[src/rtl/uart_tx_fifo.sv]
// Byte FIFO feeding a UART transmitter: buffers bus writes and launches one
// frame at a time, waiting for the transmitter's tx_end before the next launch.
module uart_tx_fifo #(
    parameter int DEPTH  = 8,
    parameter int ADDR_W = 3
) (
    input  logic              clk,
    input  logic              reset,
    input  logic              wr_en,
    input  logic [7:0]        wr_data,
    input  logic              ovf_clr,
    output logic              full,
    output logic              empty,
    output logic [ADDR_W:0]   count,
    output logic              overflow,
    output logic              tx_start,
    output logic [7:0]        tx_data,
    input  logic              tx_busy,
    input  logic              tx_end,
    output logic              dbg_state_o
);

    // Handshake: a write is taken on any edge where wr_en=1 and full=0
    // (full acts as not-ready, and a write against full is dropped and flagged);
    // a launch happens on an edge where the FSM is IDLE, empty=0 and tx_busy=0,
    // and the transmitter hands back control with a one-cycle tx_end.
    typedef enum logic {
        IDLE = 1'b0,
        SEND = 1'b1
    } state_t;

    localparam logic [ADDR_W:0] FULL_CNT = (ADDR_W + 1)'(DEPTH);

    state_t            state_q, state_d;
    logic [ADDR_W-1:0] wr_ptr_q, wr_ptr_d;
    logic [ADDR_W-1:0] rd_ptr_q, rd_ptr_d;
    logic [ADDR_W:0]   count_q, count_d;
    logic              full_q, full_d;
    logic              empty_q, empty_d;
    logic              ovf_q, ovf_d;
    logic              tx_start_q, tx_start_d;
    logic [7:0]        tx_data_q, tx_data_d;
    logic              launch;
    logic              wr_acc;
    logic              wr_drop;
    logic [7:0]        mem_q [DEPTH];

    always_comb begin
        state_d = state_q;
        launch  = 1'b0;
        case (state_q)
            IDLE: begin
                if (!empty_q && !tx_busy) begin
                    launch  = 1'b1;
                    state_d = SEND;
                end
            end
            SEND: begin
                if (tx_end) begin
                    state_d = IDLE;
                end
            end
            default: state_d = IDLE;
        endcase
    end

    // A dropped write stays dropped even when a pop frees a slot this cycle.
    always_comb begin
        wr_acc     = wr_en && !full_q;
        wr_drop    = wr_en && full_q;
        wr_ptr_d   = wr_ptr_q + ADDR_W'(wr_acc);
        rd_ptr_d   = rd_ptr_q + ADDR_W'(launch);
        count_d    = count_q + {{ADDR_W{1'b0}}, wr_acc} - {{ADDR_W{1'b0}}, launch};
        full_d     = (count_d == FULL_CNT);
        empty_d    = (count_d == '0);
        ovf_d      = wr_drop | (ovf_q & ~ovf_clr);
        tx_start_d = launch;
        tx_data_d  = launch ? mem_q[rd_ptr_q] : tx_data_q;
    end

    always_ff @(posedge clk or negedge reset) begin
        if (!reset) begin
            state_q    <= IDLE;
            wr_ptr_q   <= '0;
            rd_ptr_q   <= '0;
            count_q    <= '0;
            full_q     <= 1'b0;
            empty_q    <= 1'b1;
            ovf_q      <= 1'b0;
            tx_start_q <= 1'b0;
            tx_data_q  <= 8'h00;
        end else begin
            state_q    <= state_d;
            wr_ptr_q   <= wr_ptr_d;
            rd_ptr_q   <= rd_ptr_d;
            count_q    <= count_d;
            full_q     <= full_d;
            empty_q    <= empty_d;
            ovf_q      <= ovf_d;
            tx_start_q <= tx_start_d;
            tx_data_q  <= tx_data_d;
        end
    end

    always_ff @(posedge clk) begin
        if (wr_acc) begin
            mem_q[wr_ptr_q] <= wr_data;
        end
    end

    assign full        = full_q;
    assign empty       = empty_q;
    assign count       = count_q;
    assign overflow    = ovf_q;
    assign tx_start    = tx_start_q;
    assign tx_data     = tx_data_q;
    assign dbg_state_o = state_q;

endmodule

[config.mk]
export PLATFORM = sky130hd
export DESIGN_NAME = uart_tx_fifo
export DESIGN_NICKNAME = d
export VERILOG_FILES = /design/src/rtl/uart_tx_fifo.sv
export SDC_FILE = /design/constraint.sdc
export NUM_CORES = 1
export LEC_CHECK = 0
export ABC_AREA = 0
export BUFFER_PORTS_ARGS = -buffer_cell sky130_fd_sc_hd__buf_2
export CORE_MARGIN = 1.5
export CORE_UTILIZATION = 35
export CTS_BUF_LIST = sky130_fd_sc_hd__clkbuf_16
export DETAILED_ROUTE_END_ITERATION = 16
export HOLD_SLACK_MARGIN = 0.15
export PLACE_DENSITY = 0.58
export SYNTH_ARGS = -nofsm -noshare
export SYNTH_HDL_FRONTEND = slang
export SYNTH_SLANG_ARGS = --single-unit
[constraint.sdc]
create_clock -name clk -period 3.05 [get_ports clk]
set_input_delay 0.915 -clock clk [delete_from_list [all_inputs] [get_ports clk]]
set_output_delay 0.915 -clock clk [all_outputs]
set_load 0.02 [all_outputs]
; ---- Yosys cells after proc, flatten, opt, wreduce, memory -nomap -nowiden
; Memories as Yosys holds them, arrays and structs flattened. A register that Yosys moved wholly into a read port is not among the register bits.
; Cells that the tools add are included.
[totals]
regBits = 15
ram_bits = 64
in_bits = 14
output_inout_bits = 17
elab_cells = 32
n_memories = 1
[classes]
addsub = 4
n_eq_ne = 1
n_mux = 6
bitwise = 4
n_reduce_logical = 8
[mem_list]
columns = memory, depth, width, rd, rd_clocked_by_memory_dff, write_ports, line_no
row1 = mem_q, 8, 8, 1, 1, 1, 46  ; logic [7:0] mem_q [DEPTH];
[ops]
columns = op, count
row1 = adder 3 x 1 -> 3 bit, 2
row2 = two-way mux 1 bit, 5
row3 = adder 4 x 1 -> 4 bit, 1
row4 = "== test 4 bit, second input constant", 1
row5 = logical NOT 1 bit, 4
row6 = logical NOT 4 bit, 1
row7 = subtractor 4 x 1 -> 4 bit, 1
row8 = logical AND 1 bit, 3
row9 = NOT 1 bit, 2
row10 = one-hot mux 1 bit (2 select lines), 1
row11 = AND 1 bit, 1
row12 = OR 1 bit, 1

; ---- Depth between registers and ports, before layout
; Gate-level depths: netlist of run 1.
[depth]
ltp_word = 6
depth_mapped = 10
mapped_depth_nobuf = 10

; ---- Least setup slack after synthesis of run 1
; No wires, ideal clock.
[synth_path]
path_type = input-to-reg
start = in tx_busy
end = reg full_q, in the netlist full
setup_ns = 0.073
arrival_time_ns = 2.644
setup_slack_ns = 0.333
cell_stages = 10
n_path_buf = 0
path_cell_list = or3_4 > inv_2 > nand2b_1 > nand2_1 > ha_1 > inv_1 > fa_1 > inv_1 > or3_1 > nor2b_1
[synth_via]
elab_chain_cells = 6
[synth_lines]
columns = item, line_no
row1 = start: declaration, 18  ; input logic tx_busy,
row2 = logical NOT 1 bit, 53  ; if (!empty_q && !tx_busy) begin
row3 = logical AND 1 bit, 53
row4 = two-way mux 1 bit, 53
row5 = two-way mux 1 bit, 51  ; case (state_q)
row6 = subtractor 4 x 1 -> 4 bit, 73  ; count_d = count_q + {{ADDR_W{1'b0}}, wr_acc} - {{ADDR_W{1'b0}}, launch};
row7 = net count_d[1], 37  ; logic [ADDR_W:0] count_q, count_d;
row8 = == test 4 bit, 74  ; full_d = (count_d == FULL_CNT);
row9 = net full_d, 38  ; logic full_q, full_d;
row10 = end signal: assignment, 97  ; full_q <= full_d;
row11 = end: declaration, 38
; The timed path passes the listed nets, and every way through them passes these cells.

; ---- Worst setup path in the final report of run 1
; Same ends and word-level chain as after synthesis.

==> impl.org, run 1 <==
** Route
- For this run, design rule violations remaining after detail routing come to 0.
- The routed design has 6.385 mm of wire.
- After detailed routing, the average wire length per cell comes to 15.84 um.
- The routed layout has 1,852 vias.
- The first routing iteration left 75 violations.
- After detailed routing, the number of vias per cell comes to 4.596.
- The pre-antenna-repair detailed-routing pass consisted of 4 iterations.
- The detail route stage leaves a number of antenna-violating nets equal to 0.

** Die
- FP Rows :: 36
- Overall die area :: 10,510 sq um
- The die is 102.5 um tall.
- Die Width :: 102.5 um
- Core region area :: 9684 sq um
- Initial core utilization :: 35.79%
- Count of pins on the block boundary :: 31

** Logic synthesis
- The most used flip-flop cell after synthesis is sky130_fd_sc_hd__edfxtp_1.
- Fraction of synthesis flops using an asynchronous set or reset pin :: 26.44%
- Count leader, synth :: sky130_fd_sc_hd__edfxtp_1
- The synthesized design contains 64 enable-type register cells.
- By area the synthesized netlist is led by sky130_fd_sc_hd__edfxtp_1, sky130_fd_sc_hd__dfrtp_1, sky130_fd_sc_hd__mux2i_1, sky130_fd_sc_hd__a22oi_1, sky130_fd_sc_hd__nand2_1.
- Yosys printed 0 warnings.
- Number of standard cells after synthesis :: 220
- Fraction of post-synthesis cell area in the top cell type by area :: 55.45%
- Post-Synthesis Cell Area :: 3466 sq um
- Nets in the synthesized netlist :: 241
- Mean instance size in the synthesized netlist :: 15.75 sq um
- For this run, the register share of the synthesized area comes to 72.09%.
- The largest total area in the synthesized netlist belongs to sky130_fd_sc_hd__edfxtp_1.
- Count of state elements after synthesis :: 87
- Cell types with the highest counts after synthesis :: sky130_fd_sc_hd__edfxtp_1, sky130_fd_sc_hd__mux2i_1, sky130_fd_sc_hd__dfrtp_1
- Count of different cell masters after synthesis :: 30

** Critical path
- Data on the critical path arrives at its endpoint at 2820 ps.
- In this design, the stage delay of the slowest critical-path cell is 480 ps.
- STA classifies the critical path startpoint as a primary input.
- Of all nets on the critical path, the largest fanout is 3.
- Critical path endpoint category :: flop
- The signal on the critical path passes through buf_2 -> or3_4 -> inv_2 -> nand2b_1 -> nand2_1 -> ha_1 -> inv_1 -> fa_1 -> inv_1 -> or3_1 -> nor2b_1.
- The critical path in this run is classified as primary input to flop.
- Worst EP required :: 3310 ps
- Cell with the largest stage delay on the worst path :: sky130_fd_sc_hd__fa_1
- Most used cell along the critical path :: sky130_fd_sc_hd__inv_1

** Timing
- In the final timing run, aggregate negative setup slack is 0 ps.
- Final hold analysis gives a worst-case slack of 465.8 ps.
- Max-Slew Margin vs Limit :: 47.36%
- Post-route clock period utilization :: 83.94%
- Final critical path time including I/O delays and setup :: 2560 ps
- For the pin with the worst max-slew slack, the measured transition is 788.0 ps.
- Setup violations remaining at the end of the flow were counted as 0.
- Count of endpoints failing hold in the final timing report :: 0
- Clock skew on the completed layout was measured at 2.268 ps.
- Setup repair after global routing left no endpoint under its margin.
- Count of pins over their slew limit :: 0
- Timing would allow up to 390.6 MHz.

** Global route
- Vias in the first global route :: 1,828
- The first global-routing pass estimated 9.811 mm of wire.
- The number of antenna violations at the first check in global routing is 0.
- In the global route stage, overall resource usage came out at 13.45%.
- Entering global routing, the biggest net connects 35 pins.
- After global routing the overflow that remains totals 0.

** Run status
- The run finished with clean final reports.

** Power
- Power spread over the standard cell area amounts to 962.8 nW/um^2.
- Psw :: 1.270 mW
- Static leakage :: 1.657 nW
- Switching share of power :: 32.38%
- The internal power of the cells totals 2.651 mW.
- Of the total power, registers draw 42.7%.
- The design draws 3.921 mW.
- Largest voltage drop on the vdd net :: 0.3483 mV
- The clock network accounts for 26.1% of the total power.
- Combinational cell fraction of total power :: 31.2%

** Placed design
- Final weighted congestion in routability-driven placement :: 0.7498
- Summed over all nets, the half-perimeter wirelength after detailed placement is 4.284 mm.
- Number of I/O port buffers :: 30

** Min path
- Class of the worst hold path :: flop to flop

** Clocking
- Buffers inserted during clock tree synthesis total 9.
- Number of levels in the clock H-tree :: 3
- After clock tree synthesis, the clock-pin slew on the worst setup and hold paths is 60 ps.
- Post-CTS repair changed the size of 0 cells.
- Clock Root Buffer :: sky130_fd_sc_hd__clkbuf_16
- Clock tree sinks :: 87
- Maximum clock insertion buffer count :: 2
- Hold bufs inserted after CTS :: 0
- TritonCTS built the clock tree.
- In this run the post-CTS setup repair buffer count came out at 0.
- The later pin in the worst-skew pair is clocked with a latency of 330 ps.

** Job
- Max-capacitance violation count :: 0

** Cells and area
- From synthesis to final layout, the design area changed by 17.51%.
- Cells with a size suffix above 1 make up 21.85% of the layout.
- After the last flow step, the layout net total stands at 286.
- The repair_antennas step left the layout with diodes totalling 0.
[worst max-delay path: cells and delay by family]
family / cells / cell delay, ps
buffers and inverters: 4 / 270
AND/OR/NAND/NOR: 5 / 1010
adder cells (fa/ha/maj): 2 / 640
[logic make-up after synthesis]
| family | synth area share, % |
|---|---|
| buffers and inverters | 3.393 |
| XOR/XNOR | 1.516 |
| AND/OR/NAND/NOR | 6.895 |
| multiplexers | 9.242 |
| flip-flops | 72.09 |
| AO/OA/AOI/OAI | 4.115 |
| adder cells (fa/ha/maj) | 2.744 |
[routing by layer]
metal  part of all wire (%)  vias to the layer above  track usage [%]  wire, um
met2                     47                       35            19.82      3012
met3                    4.0                       10            3.458       253
met1                     47                      910            18.29      2978
met5                      0                        -                0         0
li1                       -                      897                -         -
met4                    2.2                        0            7.271       141
[path summary, 6_finish.rpt]
check / from / to / slack, ps / cells past startpoint
max reg2reg: empty / full / 780 / 10
min: tx_data[2] / tx_data[2] / 470 / 2
min in group asynchronous: reset / count[3] / 550 / 1
min reg2reg: tx_data[2] / tx_data[2] / 470 / 2
max: tx_busy / full / 490 / 11
max in group asynchronous: reset / empty / 2140 / 1
[power by group through the flow]
stage | Sequential [mW] | Clock [mW] | Combinational, mW
3_3_place_gp | 1.69 | 0 | 1.22
2_1_floorplan | 1.79 | 0 | 0.832
4_1_cts | 1.68 | 1.06 | 1.24
3_5_place_dp | 1.70 | 0 | 1.24
5_1_grt | 1.70 | 1.10 | 1.36
6_report | 1.67 | 1.02 | 1.22
[stage by stage]
| step | instances | utilization [%] | worst slack (ps) | cell area, sq um |
|---|---|---|---|---|
| global placement | 387 | 39.16 | 197.3 | 3792 |
| global route | 403 | 42.05 | 408.5 | 4073 |
| floorplan | 220 | - | 332.8 | 3466 |
| detailed placement | 387 | 39.16 | 144.0 | 3792 |
| finish | 403 | 42.05 | 490.0 | 4073 |
| CTS | 403 | 42.05 | 497.3 | 4073 |
[flip-flops by register name, indices dropped and copies added (netlist names)]
name and count:
count 4, dbg_state_o 1, empty 1, full 1, mem_q 64, overflow 1, rd_ptr_q 3, tx_data 8
tx_start 1, wr_ptr_q 3
[layout by cell type, fill, tap and decap left out, drive strengths merged]
cell type and n:
dfrtp 22, dfstp 1, xor2 2, clkinv 5, bufinv 1, nor2b 4
nor3 2, nand3 8, and2 2, a21o 1, a22oi 16, ha 6
a21oi 1, xnor2 4, o21ai 2, buf 43, clkbuf 9, fa 1
edfxtp 64, nand2 21, nand2b 4, nor2 8, mux2i 32, or3 2
inv 9
[cell type report]
cell class	count	area, sq um
fillers	896	5612
flip-flops and latches	87	2499
multi-input cells	116	849.6
repair buffers	43	247.7
clock buffers	9	225.2
well taps	133	166.4
clock inverters	7	55.05
inverters	8	30.03
Power figures use the tool's default switching activity.
==> run 2, diff against run 1 <==
- clock period: 3.05 -> 2.4 ns (I/O delays scaled with it)
==> run 2 against run 1 <==
Effect of this change: count of clock-buffer cells in the layout unchanged; critical path depth did not move; clock power up 23%; sequential power grew 29%; critical path type unchanged; highest routed layer unchanged.
==> impl.org, run 2 (synthesis gave the netlist of run 1 again) <==
** Cells and area
- The top cell types in the final layout, fill and taps aside, are sky130_fd_sc_hd__edfxtp_1, sky130_fd_sc_hd__mux2i_1, sky130_fd_sc_hd__buf_2.
- mem_q holds more flip-flops than any other register.
- The library cell used most frequently in the layout, excluding fill and tap cells, is sky130_fd_sc_hd__edfxtp_1.
- Synth-to-Final Area Change :: 21.01%
- The number of antenna diodes is 0 (unchanged).
- The share of final-layout standard cells stronger than drive strength 1 is 27.86% (+6.0 points).
- Fin nets :: 296 (+3.5%)
- Max reg flops :: 64 (unchanged)

** Power
- Power density relative to cell area :: 1206 nW/um^2 (+25%)
- The combinational cell fraction of total power is 32.7% (+1.5 points).
- Clock Power Share :: 24.6% (-1.5 points)
- The worst IR drop on VDD came to 0.5065 mV (+45%).
- Psw :: 1.675 mW (+32%)
- Switching share of power :: 33.11% (+0.73 points)
- Static leakage :: 1.720 nW (+3.8%)
- Portion of total power attributed to sequential cells :: 42.7% (about the same)
- The internal power summed over all cells is 3.385 mW (+28%).

** Global route
- Number of antenna violations at the first check in global routing :: 0 (unchanged)
- The overall routing resource usage is 13.19% (-0.25 points).
- Vias in the first global route :: 1,893 (+3.6%)
- Maximum number of pins on one net before global-route repair :: 29 (-17%)
- The final global-route overflow total was 0 (unchanged).
- The first-pass GRT wire length was 9.873 mm (+0.63%).

** Die
- Die Width :: 102.5 um (unchanged)
- Count of pins on the block boundary :: 31 (unchanged)
- The die area was 10,510 sq um (unchanged).
- The die span in y came to 102.5 um (unchanged).
- The initial cell density of the core is 35.79% (unchanged).
- The placeable core region was 9684 sq um (unchanged).
- FP Rows :: 36 (unchanged)

** Critical path
- Critical path endpoint category :: flop
- The largest individual stage delay along the critical path comes from the cell sky130_fd_sc_hd__fa_2.
- The setup slack of the worst register-to-register path is 130 ps (-650 ps).
- The maximum fanout along the worst path came to 2 (-1).
- Worst reg2reg path endpoint :: full
- Traced cell by cell, the critical path runs through buf_2 -> or3_4 -> inv_4 -> nand2b_4 -> nand2_2 -> ha_4 -> inv_1 -> fa_2 -> inv_1 -> or3_4 -> nor2b_1.
- Startpoint type of the worst setup path :: primary input
- Broken down by cell family, the worst path's largest delay share belongs to simple AND/OR/NAND/NOR gates.
- Critical path class :: primary input to flop
- In this run the critical register-to-register path is launched from empty.
- Worst EP required :: 2660 ps (-650 ps)
- The critical path's largest stage delay came to 510 ps (+30 ps).
- Number of cells traversed by the worst register-to-register path :: 10 (unchanged)
- The sum of buffers and inverters on the critical path is 4 (unchanged).
- The arrival time at the worst endpoint came to 2630 ps (-190 ps).

** Timing
- PnR worst setup slack :: 34.02 ps (-456.0 ps)
- Final critical path time including I/O delays and setup :: 2366 ps
- Peak clock frequency supported by timing :: 422.7 MHz
- Count of endpoints failing hold in the final timing report :: 0 (unchanged)
- Count of pins over their slew limit :: 0 (unchanged)
- The number of failing setup endpoints in the final timing report is 0 (unchanged).
- Max-Slew Margin vs Limit :: 53.19% (+5.8 points)
- The worst-case clock skew came to 7.384 ps (+5.116 ps).
- Setup TNS after final layout :: 0 ps (unchanged)
- The actual slew at the worst max-slew pin was 700.7 ps (-87.26 ps).
- Post-route clock period utilization :: 98.58%

** Min path
- Class of the worst hold path :: primary input to async pin

** Clocking
- Clock tree from TritonCTS :: yes
- The number of clock sinks seen by CTS was 87 (unchanged).
- Clock latency at the later pin of the worst-skew pair :: 330 ps (about the same)
- The number of H-tree levels was 3 (unchanged).
- CTS Buf Count :: 9 (unchanged)
- The maximum clock path buffer count was 2 (unchanged).
- The clock-pin slew of the registers on the worst-case setup and hold paths is 60 ps (about the same).
- The tree is rooted in a sky130_fd_sc_hd__clkbuf_16.

** Route
- Post-detailed-route wirelength per cell :: 15.14 um (-4.4%)
- The violation count after the first detailed-route iteration was 97 (+29%).
- Vias after detailed routing :: 1,859 (+0.38%)
- The post-route antenna net violation count was 0 (unchanged).
- The number of detailed-routing iterations run before antenna repair was 4 (unchanged).
- DRC violation count after routing :: 0 (unchanged)
- Routed wire length :: 6.253 mm (-2.1%)
- The number of vias per cell after detailed routing is 4.501 (-2.1%).

** Placed design
- The estimated wirelength of the detail-placed design was 4.229 mm (-1.3%).
- The final estimated routing congestion in global placement came to 0.7750 (+3.4%).
- The post-placement setup slack is -263.8 ps (-407.7 ps).
- The quantity of I/O buffers inserted on ports was 30 (unchanged).

** Run status
- The run finished with clean final reports.

** Job
- The max-cap check violation count is 0 (unchanged).
-- run 2: changes by cell type in the layout (fill, tap and decap cells not counted), sizes merged --
cell,before,now
buf,43,53
bufinv,1,0
inv,9,10
-- run 2: routing by layer --
layer	routed length [um]	share of wire (%)	vias up	global-route usage (%)
met5	0	0	-	0
met4	74	1.2	0	4.742
met3	239	3.8	6	3.864
met2	3061	49	41	21.04
met1	2877	46	893	17.25
li1	-	-	919	-
-- run 2: how the worst max path moves through the flow --
stage	endpoint	startpoint	slack, ps	cells after the start
6_report	full	tx_busy	30	11
5_1_grt	full	tx_busy	-4	11
3_3_place_gp	full	tx_busy	-230	11
4_1_cts	full	tx_busy	70	11
2_1_floorplan	full	tx_busy	-100	10
3_5_place_dp	full	tx_busy	-260	11
-- run 2: layout make-up --
type / instances / area (sq um)
Multi-Input combinational cell: 116 / 887.1
Sequential cell: 87 / 2499
Clock buffer: 9 / 225.2
Clock inverter: 7 / 45.04
Timing Repair Buffer: 53 / 339.1
Tap cell: 133 / 166.4
Inverter: 8 / 32.53
Fill cell: 897 / 5490
-- run 2: stage by stage --
stage,total power [mW],cell area (sq um),hold slack (ps),cells,utilization (%)
after floorplan,3.332,3476,424.4,220,-
after detailed placement,3.798,3882,466.7,396,40.09
after global placement,3.774,3882,458.9,396,40.09
after CTS,5.049,4153,365.4,412,42.88
final,5.060,4194,350.2,413,43.31
after global routing,5.383,4194,379.0,413,43.31
-- run 2: power groups by stage --
stage,combinational [mW],sequential [mW],clock (mW)
CTS,1.61,2.16,1.27
global route,1.85,2.20,1.34
floorplan,1.06,2.27,0
global placement,1.59,2.18,0
finish,1.65,2.16,1.25
detailed placement,1.61,2.19,0
-- run 2: timing repair --
| item | in CTS | in global routing |
|---|---|---|
| gates resized for setup | 0 | 7 |
| buffers inserted | 0 | 1 |
| hold buffers | 0 | 0 |
| setup endpoints to repair | 0 | 2 |
==> run 3, diff against run 2 <==
- RECOVER_POWER: default -> 25
==> run 3 against run 2 <==
Effect of this change: sequential power about the same; first-iteration DRC count unchanged; clock power about the same; count of clock-buffer cells in the layout unchanged; hold slack better by 130 ps; register-to-register slack about the same; largest power group unchanged; clock skew about the same; largest cell class unchanged; flip-flop and latch count unchanged; critical endpoint unchanged.
==> impl.org, run 3 (synthesis gave the netlist of run 1 again) <==
** Run status
- The run finished with clean final reports.

** Clocking
- The tree is rooted in a sky130_fd_sc_hd__clkbuf_16.
- Clock latency at the later pin of the worst-skew pair :: 330 ps (about the same)
- The total CTS buffers is 9 (unchanged).
- Post-CTS clock slew at the launch and capture registers of the worst setup and hold paths :: 60 ps (about the same)
- TritonCTS built the clock tree.
- Clock tree sinks :: 87 (unchanged)
- The number of H-tree levels is 3 (unchanged).
- The maximum clock path buffer count was 2 (unchanged).
- The number of buffers inserted by hold repair at cts came to 0 (unchanged).

** Power
- The total power per unit cell area was 1208 nW/um^2 (about the same).
- The power spent charging and discharging nets was 1.674 mW (about the same).
- The share of power burned in the clock network came to 24.6% (about the same).
- The internal power summed over all cells is 3.383 mW (about the same).
- Switching share of power :: 33.10% (about the same)
- Static leakage :: 1.706 nW (-0.80%)
- The combinational cell fraction of total power came to 32.7% (about the same).
- Portion of total power attributed to sequential cells :: 42.7% (about the same)
- Largest voltage drop on the vdd net :: 0.5064 mV (about the same)

** Cells and area
- The flip-flop count of the largest register, all copies and words added came to 64 (unchanged).
- In the layout the commonest cells are sky130_fd_sc_hd__edfxtp_1, sky130_fd_sc_hd__mux2i_1, sky130_fd_sc_hd__buf_2.
- Post-route insts no fill :: 413 (unchanged)
- The total number of nets in the final design was 296 (unchanged).
- The share of final-layout standard cells stronger than drive strength 1 was 26.07% (-1.8 points).
- The register with the most flip-flops in the final layout is mem_q.
- The library cell used most frequently in the layout, excluding fill and tap cells, is sky130_fd_sc_hd__edfxtp_1.
- Antenna Diode Count :: 0 (unchanged)
- Filler cell count :: 896 (-0.11%)
- Footprint of the multi-input gates :: 887.1 sq um (unchanged)
- Synth-to-Final Area Change :: 20.83%
- Sequential Area :: 2499 sq um (unchanged)

** Placed design
- The post-placement cell count came to 396 (unchanged).
- The quantity of I/O buffers inserted on ports is 30 (unchanged).
- The final estimated routing congestion in global placement was 0.7750 (unchanged).
- Estimated wirelength of the detail-placed design :: 4.229 mm (unchanged)

** Job
- The max-cap check violation count is 0 (unchanged).

** Route
- Post-detailed-route wirelength per cell :: 15.14 um (about the same)
- Number of DRC violations after detailed-routing iteration 0 :: 97 (unchanged)
- Routed wire length :: 6.252 mm (about the same)
- The number of detailed-routing iterations run before antenna repair was 4 (unchanged).
- Vias after detailed routing :: 1,849 (-0.54%)
- The number of vias per cell after detailed routing is 4.477 (-0.54%).
- DRC violation count after routing :: 0 (unchanged)
- Final ANT Viol Nets :: 0 (unchanged)

** Critical path
- The setup slack of the worst register-to-register path came to 130 ps (about the same).
- The arrival time at the worst endpoint was 2630 ps (about the same).
- The worst setup path is of the primary input to flop kind.
- In this run the worst setup path terminates at full.
- The worst setup path is captured at a flop.
- Startpoint type of the worst setup path :: primary input
- Crit path from :: tx_busy
- The required time at the worst-slack endpoint is 2660 ps (about the same).
- In this run the critical register-to-register path is captured at full.
- In this run the critical register-to-register path is launched from empty.
- Maximum fanout along the worst path :: 2 (unchanged)
- Number of cells traversed by the worst register-to-register path :: 10 (unchanged)

** Timing
- Final critical path time including I/O delays and setup :: 2366 ps (+0.2272 ps)
- Count of endpoints failing hold in the final timing report :: 0 (unchanged)
- Tightest Pin Transition :: 1182 ps (+481.7 ps)
- The number of failing setup endpoints in the final timing report is 0 (unchanged).
- Max-Slew Margin vs Limit :: 21.17% (-32 points)
- The final period utilization was 98.59% (about the same).
- The final hold slack is 484.2 ps (+134.0 ps).
- The fmax came to 422.6 MHz (about the same).
- The final-report max-slew violation count was 0 (unchanged).
- The worst-case clock skew came to 7.354 ps (-0.02986 ps).

** Global route
- The overall routing resource usage came to 13.19% (unchanged).
- Number of antenna violations at the first check in global routing :: 0 (unchanged)
- The first-pass GRT wire length came to 9.873 mm (unchanged).
- The final global-route overflow total came to 0 (unchanged).
- The maximum number of pins on one net before global-route repair came to 29 (unchanged).
- Vias in the first global route :: 1,893 (unchanged)

** Die
- Core region area :: 9684 sq um (unchanged)
- The die span in y is 102.5 um (unchanged).
- Overall die area :: 10,510 sq um (unchanged)
- The I/O pin count came to 31 (unchanged).
- Initial core utilization :: 35.79% (unchanged)
- The die outline width was 102.5 um (unchanged).
- The floorplan row count is 36 (unchanged).

** Min path
- In this run the most critical hold path is launched from tx_data[1].
- Class of the worst hold path :: flop to flop
-- run 3: worst min-delay path by stage --
stage	end	depth (start not counted)	slack (ps)
global route	tx_data[3]	2	510
CTS	count[3]	1	370
finish	tx_data[1]	2	480
floorplan	count[0]	0	420
detailed placement	tx_data[1]	2	470
global placement	tx_data[0]	2	460
-- run 3: cell type report --
cell class              count  share of cell area (%)
repair buffers             53                   7.947
clock buffers               9                   5.378
well taps                 133                   3.974
flip-flops and latches     87                   59.67
clock inverters             7                   1.076
inverters                   8                  0.7768
multi-input cells         116                   21.18
-- run 3: worst max-delay path, cell delays in order --
cell	delay [ps]
sky130_fd_sc_hd__buf_2	100
sky130_fd_sc_hd__or3_4	400
sky130_fd_sc_hd__inv_4	70
sky130_fd_sc_hd__nand2b_4	50
sky130_fd_sc_hd__nand2_2	80
sky130_fd_sc_hd__ha_4	130
sky130_fd_sc_hd__inv_1	40
sky130_fd_sc_hd__fa_2	510
sky130_fd_sc_hd__inv_1	50
sky130_fd_sc_hd__or3_4	360
sky130_fd_sc_hd__nor2b_1	110
-- run 3: power groups by stage --
stage	clock network, mW	logic (mW)	registers [mW]
5_1_grt	1.34	1.85	2.20
6_report	1.25	1.65	2.16
2_1_floorplan	0	1.06	2.27
4_1_cts	1.27	1.61	2.16
3_3_place_gp	0	1.59	2.18
3_5_place_dp	0	1.61	2.19
-- run 3: metrics by stage --
stage               util (%)  power, mW  worst slack [ps]  TNS (ps)  cell area [sq um]
floorplan                  -      3.332            -102.1    -184.3               3476
CTS                    42.88      5.049             74.60         0               4153
global placement       40.09      3.774            -226.9    -433.8               3882
detailed placement     40.09      3.798            -263.8    -508.1               3882
global route           43.24      5.382            -4.453    -4.453               4188
finish                 43.24      5.057             33.79         0               4188
-- run 3: what timing repair did --
| action | CTS | global route |
|---|---|---|
| setup endpoints to repair | 0 | 2 |
| buffers inserted | 0 | 1 |
| resized for setup | 0 | 7 |
-- run 3: routing by layer --
metal | vias up | share of wire (%) | track usage [%]
li1 | 919 | - | -
met1 | 889 | 47 | 17.25
met2 | 35 | 49 | 21.04
met3 | 6 | 3.2 | 3.864
met4 | 0 | 1.2 | 4.742
met5 | - | 0 | 0
